--- config.mk ---
export PLATFORM = sky130hd
export DESIGN_NAME = conv_output_collector_flat
export DESIGN_NICKNAME = d
export VERILOG_FILES = /design/src/rtl/conv_output_collector_if.sv /design/src/rtl/conv_output_collector.sv /design/src/flat_wrapper.sv
export SDC_FILE = /design/constraint.sdc
export NUM_CORES = 1
export LEC_CHECK = 0
export BUFFER_PORTS_ARGS = -buffer_cell sky130_fd_sc_hd__buf_4
export CORE_ASPECT_RATIO = 1.1
export CORE_UTILIZATION = 60
export CTS_CLUSTER_DIAMETER = 60
export CTS_CLUSTER_SIZE = 14
export DETAILED_ROUTE_END_ITERATION = 12
export PLACE_DENSITY = 0.85
export SYNTH_ARGS = -nofsm -noshare
export SYNTH_HDL_FRONTEND = slang
export SYNTH_SLANG_ARGS = --single-unit
--- constraint.sdc ---
create_clock -name clk -period 5.65 [get_ports clk]
set_input_delay 0.8475 -clock clk [delete_from_list [all_inputs] [get_ports clk]]
set_output_delay 0.8475 -clock clk [all_outputs]
set_load 0.02 [all_outputs]
--- src/rtl/conv_output_collector_if.sv ---
// ---------------------------------------------------------------------------
// conv_output_collector_if
//   Output stream of the convolution result collector: one rescaled sample
//   per transfer, tagged with its output-feature-map address.
//
//   Handshake: a transfer happens on a rising clk edge where out_valid and
//   out_ready are both 1. While out_valid is 1 and out_ready is 0, the master
//   holds out_data, out_addr and out_last stable. The master never withdraws
//   out_valid before the transfer completes.
//
//   Signals:
//     out_valid  master -> slave  head entry present
//     out_ready  slave  -> master slave accepts the head this cycle
//     out_data   master -> slave  rescaled signed sample (DATA_WIDTH)
//     out_addr   master -> slave  row*OUT_DIM+col of the sample (ADDR_W)
//     out_last   master -> slave  sample is the last pixel of the frame
// ---------------------------------------------------------------------------
interface conv_output_collector_if #(
    parameter int DATA_WIDTH = 16,
    parameter int ADDR_W     = 10
) ();
    logic                  out_valid;
    logic                  out_ready;
    logic [DATA_WIDTH-1:0] out_data;
    logic [ADDR_W-1:0]     out_addr;
    logic                  out_last;

    modport master (
        output out_valid,
        output out_data,
        output out_addr,
        output out_last,
        input  out_ready
    );

    modport slave (
        input  out_valid,
        input  out_data,
        input  out_addr,
        input  out_last,
        output out_ready
    );
endinterface

--- src/rtl/conv_output_collector.sv ---
// ---------------------------------------------------------------------------
// conv_output_collector
//   Receives the convolver's enable-qualified accumulator stream, rescales
//   each result (arithmetic shift right by FRAC_BITS, saturate to DATA_WIDTH),
//   tags it with its row-major output address and queues it in a small FIFO
//   for a ready/valid writer. After OUT_DIM*OUT_DIM beats the frame drains
//   and frame_done pulses for one cycle.
//
//   Optional feature: define CONV_RELU_EN to clamp negative results to 0
//   before saturation. Timing and interface are the same either way.
//
//   Ports:
//     clk             rising-edge clock
//     rst             synchronous active-high reset
//     start           begin a frame (only honoured in IDLE)
//     in_valid        accumulator result valid
//     in_data         signed accumulator result (ACC_WIDTH)
//     out_if          output stream (master modport), see interface header
//     busy            state is not IDLE
//     frame_done      one-cycle pulse at frame end
//     overflow        sticky: a result was dropped on a full FIFO
//     protocol_error  sticky: in_valid seen outside RUN
//     state_o         current FSM state (debug)
// ---------------------------------------------------------------------------
module conv_output_collector #(
    parameter int DATA_WIDTH  = 16,
    parameter int ACC_WIDTH   = 40,
    parameter int FRAC_BITS   = 8,
    parameter int IMAGE_SIZE  = 28,
    parameter int KERNEL_SIZE = 5,
    parameter int FIFO_DEPTH  = 4
) (
    input  logic                        clk,
    input  logic                        rst,
    input  logic                        start,
    input  logic                        in_valid,
    input  logic signed [ACC_WIDTH-1:0] in_data,
    conv_output_collector_if.master     out_if,
    output logic                        busy,
    output logic                        frame_done,
    output logic                        overflow,
    output logic                        protocol_error,
    output logic [1:0]                  state_o
);
    localparam int OUT_DIM = IMAGE_SIZE - KERNEL_SIZE + 1;
    localparam int NPIX    = OUT_DIM * OUT_DIM;
    localparam int ADDR_W  = $clog2(NPIX);
    localparam int PTR_W   = $clog2(FIFO_DEPTH) + 1;  // extra bit tells full from empty
    localparam int ENTRY_W = 1 + ADDR_W + DATA_WIDTH;

    localparam logic signed [ACC_WIDTH-1:0] SAT_MAX =
        {{(ACC_WIDTH-DATA_WIDTH+1){1'b0}}, {(DATA_WIDTH-1){1'b1}}};
    localparam logic signed [ACC_WIDTH-1:0] SAT_MIN =
        {{(ACC_WIDTH-DATA_WIDTH+1){1'b1}}, {(DATA_WIDTH-1){1'b0}}};

    typedef enum logic [1:0] {
        S_IDLE  = 2'd0,
        S_RUN   = 2'd1,
        S_DRAIN = 2'd2,
        S_DONE  = 2'd3
    } state_e;

    state_e state_q, state_d;

    logic [ADDR_W-1:0]     addr_cnt_q, addr_cnt_d;
    logic                  overflow_q, overflow_d;
    logic                  protocol_error_q, protocol_error_d;
    logic                  stg_valid_q, stg_valid_d;
    logic [DATA_WIDTH-1:0] stg_data_q, stg_data_d;
    logic [ADDR_W-1:0]     stg_addr_q, stg_addr_d;
    logic                  stg_last_q, stg_last_d;
    logic [PTR_W-1:0]      wr_ptr_q, wr_ptr_d;
    logic [PTR_W-1:0]      rd_ptr_q, rd_ptr_d;
    logic [ENTRY_W-1:0]    mem_q [FIFO_DEPTH];

    logic                  capture, start_accept, last_beat;
    logic [PTR_W-1:0]      fifo_count;
    logic                  fifo_empty, fifo_full, push, pop, drop;
    logic signed [ACC_WIDTH-1:0] shifted, clipped;
    logic [DATA_WIDTH-1:0] scaled;

    assign capture      = in_valid && (state_q == S_RUN);
    assign start_accept = start && (state_q == S_IDLE);
    assign last_beat    = (addr_cnt_q == ADDR_W'(NPIX - 1));

    // Rescale: floor shift, optional ReLU, then clamp into the output range.
    always_comb begin
        shifted = in_data >>> FRAC_BITS;
`ifdef CONV_RELU_EN
        clipped = shifted[ACC_WIDTH-1] ? '0 : shifted;
`else
        clipped = shifted;
`endif
        if (clipped > SAT_MAX) begin
            scaled = SAT_MAX[DATA_WIDTH-1:0];
        end else if (clipped < SAT_MIN) begin
            scaled = SAT_MIN[DATA_WIDTH-1:0];
        end else begin
            scaled = clipped[DATA_WIDTH-1:0];
        end
    end

    // FIFO bookkeeping. A pop in the same cycle frees a slot, so a push into
    // a full FIFO still succeeds when the head leaves simultaneously.
    assign fifo_count = wr_ptr_q - rd_ptr_q;
    assign fifo_empty = (fifo_count == '0);
    assign fifo_full  = (fifo_count == PTR_W'(FIFO_DEPTH));
    assign pop        = out_if.out_valid && out_if.out_ready;
    assign push       = stg_valid_q && (!fifo_full || pop);
    assign drop       = stg_valid_q && fifo_full && !pop;

    assign out_if.out_valid = !fifo_empty;
    assign {out_if.out_last, out_if.out_addr, out_if.out_data} = mem_q[rd_ptr_q[PTR_W-2:0]];

    // FSM: state register
    always_ff @(posedge clk) begin
        if (rst) begin
            state_q <= S_IDLE;
        end else begin
            state_q <= state_d;
        end
    end

    // FSM: next state
    always_comb begin
        state_d = state_q;
        case (state_q)
            S_IDLE:  if (start) state_d = S_RUN;
            S_RUN:   if (capture && last_beat) state_d = S_DRAIN;
            S_DRAIN: if (!stg_valid_q && fifo_empty) state_d = S_DONE;
            S_DONE:  state_d = S_IDLE;
            default: state_d = S_IDLE;
        endcase
    end

    // FSM: outputs
    always_comb begin
        busy       = (state_q != S_IDLE);
        frame_done = (state_q == S_DONE);
        state_o    = state_q;
    end

    // Datapath next state. addr_cnt advances on every captured beat, even
    // if that beat is later dropped, so subsequent addresses stay aligned.
    always_comb begin
        addr_cnt_d       = addr_cnt_q;
        overflow_d       = overflow_q;
        protocol_error_d = protocol_error_q;
        stg_valid_d      = capture;
        stg_data_d       = stg_data_q;
        stg_addr_d       = stg_addr_q;
        stg_last_d       = stg_last_q;
        wr_ptr_d         = push ? wr_ptr_q + PTR_W'(1) : wr_ptr_q;
        rd_ptr_d         = pop  ? rd_ptr_q + PTR_W'(1) : rd_ptr_q;
        if (start_accept) begin
            addr_cnt_d       = '0;
            overflow_d       = 1'b0;
            protocol_error_d = 1'b0;
        end
        if (capture) begin
            addr_cnt_d = addr_cnt_q + ADDR_W'(1);
            stg_data_d = scaled;
            stg_addr_d = addr_cnt_q;
            stg_last_d = last_beat;
        end
        if (drop) begin
            overflow_d = 1'b1;
        end
        if (in_valid && (state_q != S_RUN)) begin
            protocol_error_d = 1'b1;
        end
    end

    always_ff @(posedge clk) begin
        if (rst) begin
            addr_cnt_q       <= '0;
            overflow_q       <= 1'b0;
            protocol_error_q <= 1'b0;
            stg_valid_q      <= 1'b0;
            stg_data_q       <= '0;
            stg_addr_q       <= '0;
            stg_last_q       <= 1'b0;
            wr_ptr_q         <= '0;
            rd_ptr_q         <= '0;
            for (int i = 0; i < FIFO_DEPTH; i++) begin
                mem_q[i] <= '0;
            end
        end else begin
            addr_cnt_q       <= addr_cnt_d;
            overflow_q       <= overflow_d;
            protocol_error_q <= protocol_error_d;
            stg_valid_q      <= stg_valid_d;
            stg_data_q       <= stg_data_d;
            stg_addr_q       <= stg_addr_d;
            stg_last_q       <= stg_last_d;
            wr_ptr_q         <= wr_ptr_d;
            rd_ptr_q         <= rd_ptr_d;
            if (push) begin
                mem_q[wr_ptr_q[PTR_W-2:0]] <= {stg_last_q, stg_addr_q, stg_data_q};
            end
        end
    end

    assign overflow       = overflow_q;
    assign protocol_error = protocol_error_q;
endmodule

--- src/flat_wrapper.sv ---
// flat-port wrapper written by rule: the top's interface ports become plain ports
module conv_output_collector_flat 
#(
    parameter int DATA_WIDTH  = 16,
    parameter int ACC_WIDTH   = 40,
    parameter int FRAC_BITS   = 8,
    parameter int IMAGE_SIZE  = 28,
    parameter int KERNEL_SIZE = 5,
    parameter int FIFO_DEPTH  = 4
)
  (clk, rst, start, in_valid, in_data, busy, frame_done, overflow, protocol_error, state_o, out_if_out_valid, out_if_out_data, out_if_out_addr, out_if_out_last, out_if_out_ready);
  conv_output_collector_if #(.DATA_WIDTH(DATA_WIDTH), .ADDR_W(($clog2(((IMAGE_SIZE - KERNEL_SIZE + 1) * (IMAGE_SIZE - KERNEL_SIZE + 1)))))) out_if_i ();
  input  logic clk;
  input  logic rst;
  input  logic start;
  input  logic in_valid;
  input  logic signed [ACC_WIDTH-1:0] in_data;
  output logic busy;
  output logic frame_done;
  output logic overflow;
  output logic protocol_error;
  output logic [1:0] state_o;
  output wire logic [$bits(out_if_i.out_valid)-1:0] out_if_out_valid;
  output wire logic [$bits(out_if_i.out_data)-1:0] out_if_out_data;
  output wire logic [$bits(out_if_i.out_addr)-1:0] out_if_out_addr;
  output wire logic [$bits(out_if_i.out_last)-1:0] out_if_out_last;
  input wire logic [$bits(out_if_i.out_ready)-1:0] out_if_out_ready;
  assign out_if_out_valid = out_if_i.out_valid;
  assign out_if_out_data = out_if_i.out_data;
  assign out_if_out_addr = out_if_i.out_addr;
  assign out_if_out_last = out_if_i.out_last;
  assign out_if_i.out_ready = out_if_out_ready;
  conv_output_collector #(.DATA_WIDTH(DATA_WIDTH), .ACC_WIDTH(ACC_WIDTH), .FRAC_BITS(FRAC_BITS), .IMAGE_SIZE(IMAGE_SIZE), .KERNEL_SIZE(KERNEL_SIZE), .FIFO_DEPTH(FIFO_DEPTH)) u_core (.clk(clk), .rst(rst), .start(start), .in_valid(in_valid), .in_data(in_data), .out_if(out_if_i), .busy(busy), .frame_done(frame_done), .overflow(overflow), .protocol_error(protocol_error), .state_o(state_o));
endmodule
==> impl_metrics.yaml <==
pwr:
  switching_share_pct: 26.9
  peakVddDrop_mv: 0.301
  powerDensity_nw_per_um2: 374
  clkPwrFrac_pct: 37.8
  power_frac_seq_pct: 45.0
  internal_power_uw: 2220
  pwr-share-comb_pct: 17.3
  power_leakage_uw: 0.00301
  p_sw_uw: 819
yosys:
  async_flop_share_pct: 0
  syn_inst: 526
  ys_warn_count: 0
  yosysTopAreaCell: "edfxtp_1"
  syn_nets: 581
  synth_seq_cells: 158
  synthFlopType: "edfxtp_1"
  synthDistinctLibCells: 47
  syn-cell-area_um2: 6870
  syn_area_per_cell_um2: 13.1
  ys_seq_area_share_pct: 61.8
  synth_area_leaders: "edfxtp_1 47%, dfxtp_1 15%, and2_1 9.9%, mux4_2 8.9%, a21oi_1 2.6%"
  synth-edff-count: 108
  yosysTopAreaCellShare_pct: 47.2
setup_path:
  r2r-end: "u_core.mem_q[0][18]"
  worstSetupStartpoint: "u_core.wr_ptr_q[1]"
  worstPathMaxFanout: 28
  path_depth: 8
  crit_chain: "ha_1 > nor2b_1 > nor3_2 > nor3_2 > nor4_4 > buf_4 > or2_1 > buf_4"
  crit_end: "u_core.mem_q[0][18]"
  reg2regPathDepth: 8
  slowest_delay_ps: 540
  cp_data_arrival_time_ps: 3260
  path_class: "flop to flop"
  cp.buffers_inverters: 2
  slowest_stage: "dfxtp_1"
  crit_path_start_kind: "flop"
  crit_family: "simple AND/OR/NAND/NOR gates"
  cp.required_ps: 5740
  rr_startpoint: "u_core.wr_ptr_q[1]"
  end_kind: "flop"
  rrSetupSlack_ps: 2490
min_path:
  hp-class: "flop to flop"
  holdCritStartpoint: "u_core.stg_addr_q[9]"
timing:
  max_freq_ghz: 0.316
  drv_slew: 0
  post-route-period-util_pct: 56.0
  finalWorstSetupSlack_ps: 2490
  hold_viol: 0
  setup_viol: 0
  rsz0062_at_grt: "false"
  fin_setup_tns_ps: 0
  fin_worst_skew_ps: 7.16
  max-slew-margin-rel_pct: 20.7
  period_minus_slack_ps: 3160
  worst_pin_slew_ps: 1190
cts:
  clock-root-buffer: "clkbuf_16"
  cts_max_level: 4
  cts_buffers: 17
  ctsHoldBuffers: 0
  clkSinkCount: 158
  clkLatencyLatePin_ps: 420
  clkTransAtPathRegs_ps: 60
  postCtsSetupRepairBufs: 0
  clockBufferDepth: 2
  cts_resized: 0
  cts_tree: "done"
route:
  first_pass_iters: 5
  drt_iter0_drc: 326
  ant_nets: 0
  wl_per_cell_um: 19.3
  dr_total_vias: 4509
  wl_met1_um: 5630
  routed_wl_um: 14700
  drc: 0
  viasPerCell: 5.94
  wl_met3_um: 1050
  top_layer_used: "met4"
  wl_met2_um: 7660
floorplan:
  start_util_pct: 62.4
  fp.dieW_um: 104
  io_pins: 79
  rows: 40
  core_um2: 11000
  die-area_um2: 11900
  die_y_um: 114
grt:
  grt_max_degree: 53
  antenna_found_initial: 0
  grt_pass1_vias: 4599
  grt-ovfl-total: 0
  grt_pass1_wl_um: 23000
  grtUsageTotal_pct: 26.0
job:
  max-cap-violations: 0
place:
  gp_congestion: 0.786
  place_hpwl_um: 8400
  port_buffers: 70
  dp.cells: 727
  place_ws_ps: 2330
finish:
  drive_gt1_share_pct: 24.8
  multi_input_area_um2: 2480
  nets: 654
  mostFrequentLayoutCells: "109 x and2_1, 108 x edfxtp_1, 81 x buf_4, 49 x dfxtp_1, 47 x nand2_1"
  n_antenna_cell: 0
  synthToLayoutAreaGrowth_pct: 18.4
  final_common_cell: "and2_1"
  regArea_um2: 4250
  fillers: 715
  stdcell_count: 759
outcome:
  outcome: "finished, final reports clean"
Yosys cell counts (all sizes together), types with 2 or more instances:
cell and n:
nand2 47, a22oi 2, clkbuf 19, o31ai 2, nor2 19, ha 10
mux2i 3, nor2b 3, xnor2 3, or3 4, or2 6, nor4 7
or4 2, nand3 4, inv 7, a21oi 36, buf 8, o211ai 3
xor2 3, nor3 3, dfxtp 50, edfxtp 108, and2 110, mux4 27
mux2 2, a211oi 3, nand4 6, nand2b 3, o21ai 18
sequential cells by signal, summed over array words and instances, names as in the netlist, named ones only:
signal / flops
u_core.mem_q: 108
u_core.stg_data_q: 16
u_core.addr_cnt_q: 10
u_core.stg_addr_q: 10
u_core.rd_ptr_q: 3
u_core.wr_ptr_q: 3
u_core.state_o: 2
u_core.overflow: 1
u_core.protocol_error: 1
u_core.stg_last_q: 1
u_core.stg_valid_q: 1
metal layers:
| metal | global-route usage (%) | vias to the layer above |
|---|---|---|
| li1 | - | 2053 |
| met3 | 6.15 | 30 |
| met1 | 30.6 | 2211 |
| met2 | 45.3 | 215 |
| met4 | 12.5 | 0 |
| met5 | 0 | - |
tightest hold or removal path, delay by kind of cell (launching register included):
family | cells | cell delay (ps)
DFF | 1 | 330
and+or+nand+nor | 1 | 60
AOI/OAI and AO/OA | 1 | 50
per-stage QoR:
step / power (uW) / util [%] / hold slack, ps / instance area, um^2
3_3_place_gp: 1900 / 68.5 / 461 / 7540
5_1_grt: 3140 / 73.9 / 502 / 8140
6_report: 3040 / 73.9 / 486 / 8140
2_1_floorplan: 1720 / - / 448 / 6870
3_5_place_dp: 1910 / 68.5 / 473 / 7540
4_1_cts: 3060 / 73.9 / 483 / 8140
cells by family after synthesis:
family / share of synthesized area, %
AO/OA/AOI/OAI: 5.74
flip-flops: 61.8
multiplexers: 9.62
AND/OR/NAND/NOR: 18.0
adder cells (fa/ha/maj): 1.82
XOR/XNOR: 0.765
buffers and inverters: 2.24
power groups by stage:
stage	registers, uW	logic (uW)	clock network [uW]
CTS	1370	527	1160
global placement	1380	511	0
floorplan	1360	353	0
detailed placement	1390	521	0
finish	1370	525	1150
global route	1380	563	1200
final cells by class:
type | count | area share (%)
repair buffers | 81 | 7.47
clock inverters | 14 | 2.08
multi-input cells | 334 | 30.4
flip-flops and latches | 158 | 52.2
well taps | 147 | 2.26
clock buffers | 18 | 5.27
inverters | 7 | 0.323
how the worst min path moves through the flow:
| stage | depth (start not counted) | slack (ps) | end |
|---|---|---|---|
| final | 2 | 490 | u_core.stg_addr_q[9] |
| after detailed placement | 2 | 470 | u_core.stg_addr_q[9] |
| after global routing | 2 | 500 | u_core.stg_addr_q[9] |
| after CTS | 2 | 480 | u_core.stg_addr_q[9] |
| after floorplan | 2 | 450 | u_core.stg_addr_q[9] |
| after global placement | 2 | 460 | u_core.stg_data_q[12] |
No activity file was read; power rests on OpenSTA's default activity.
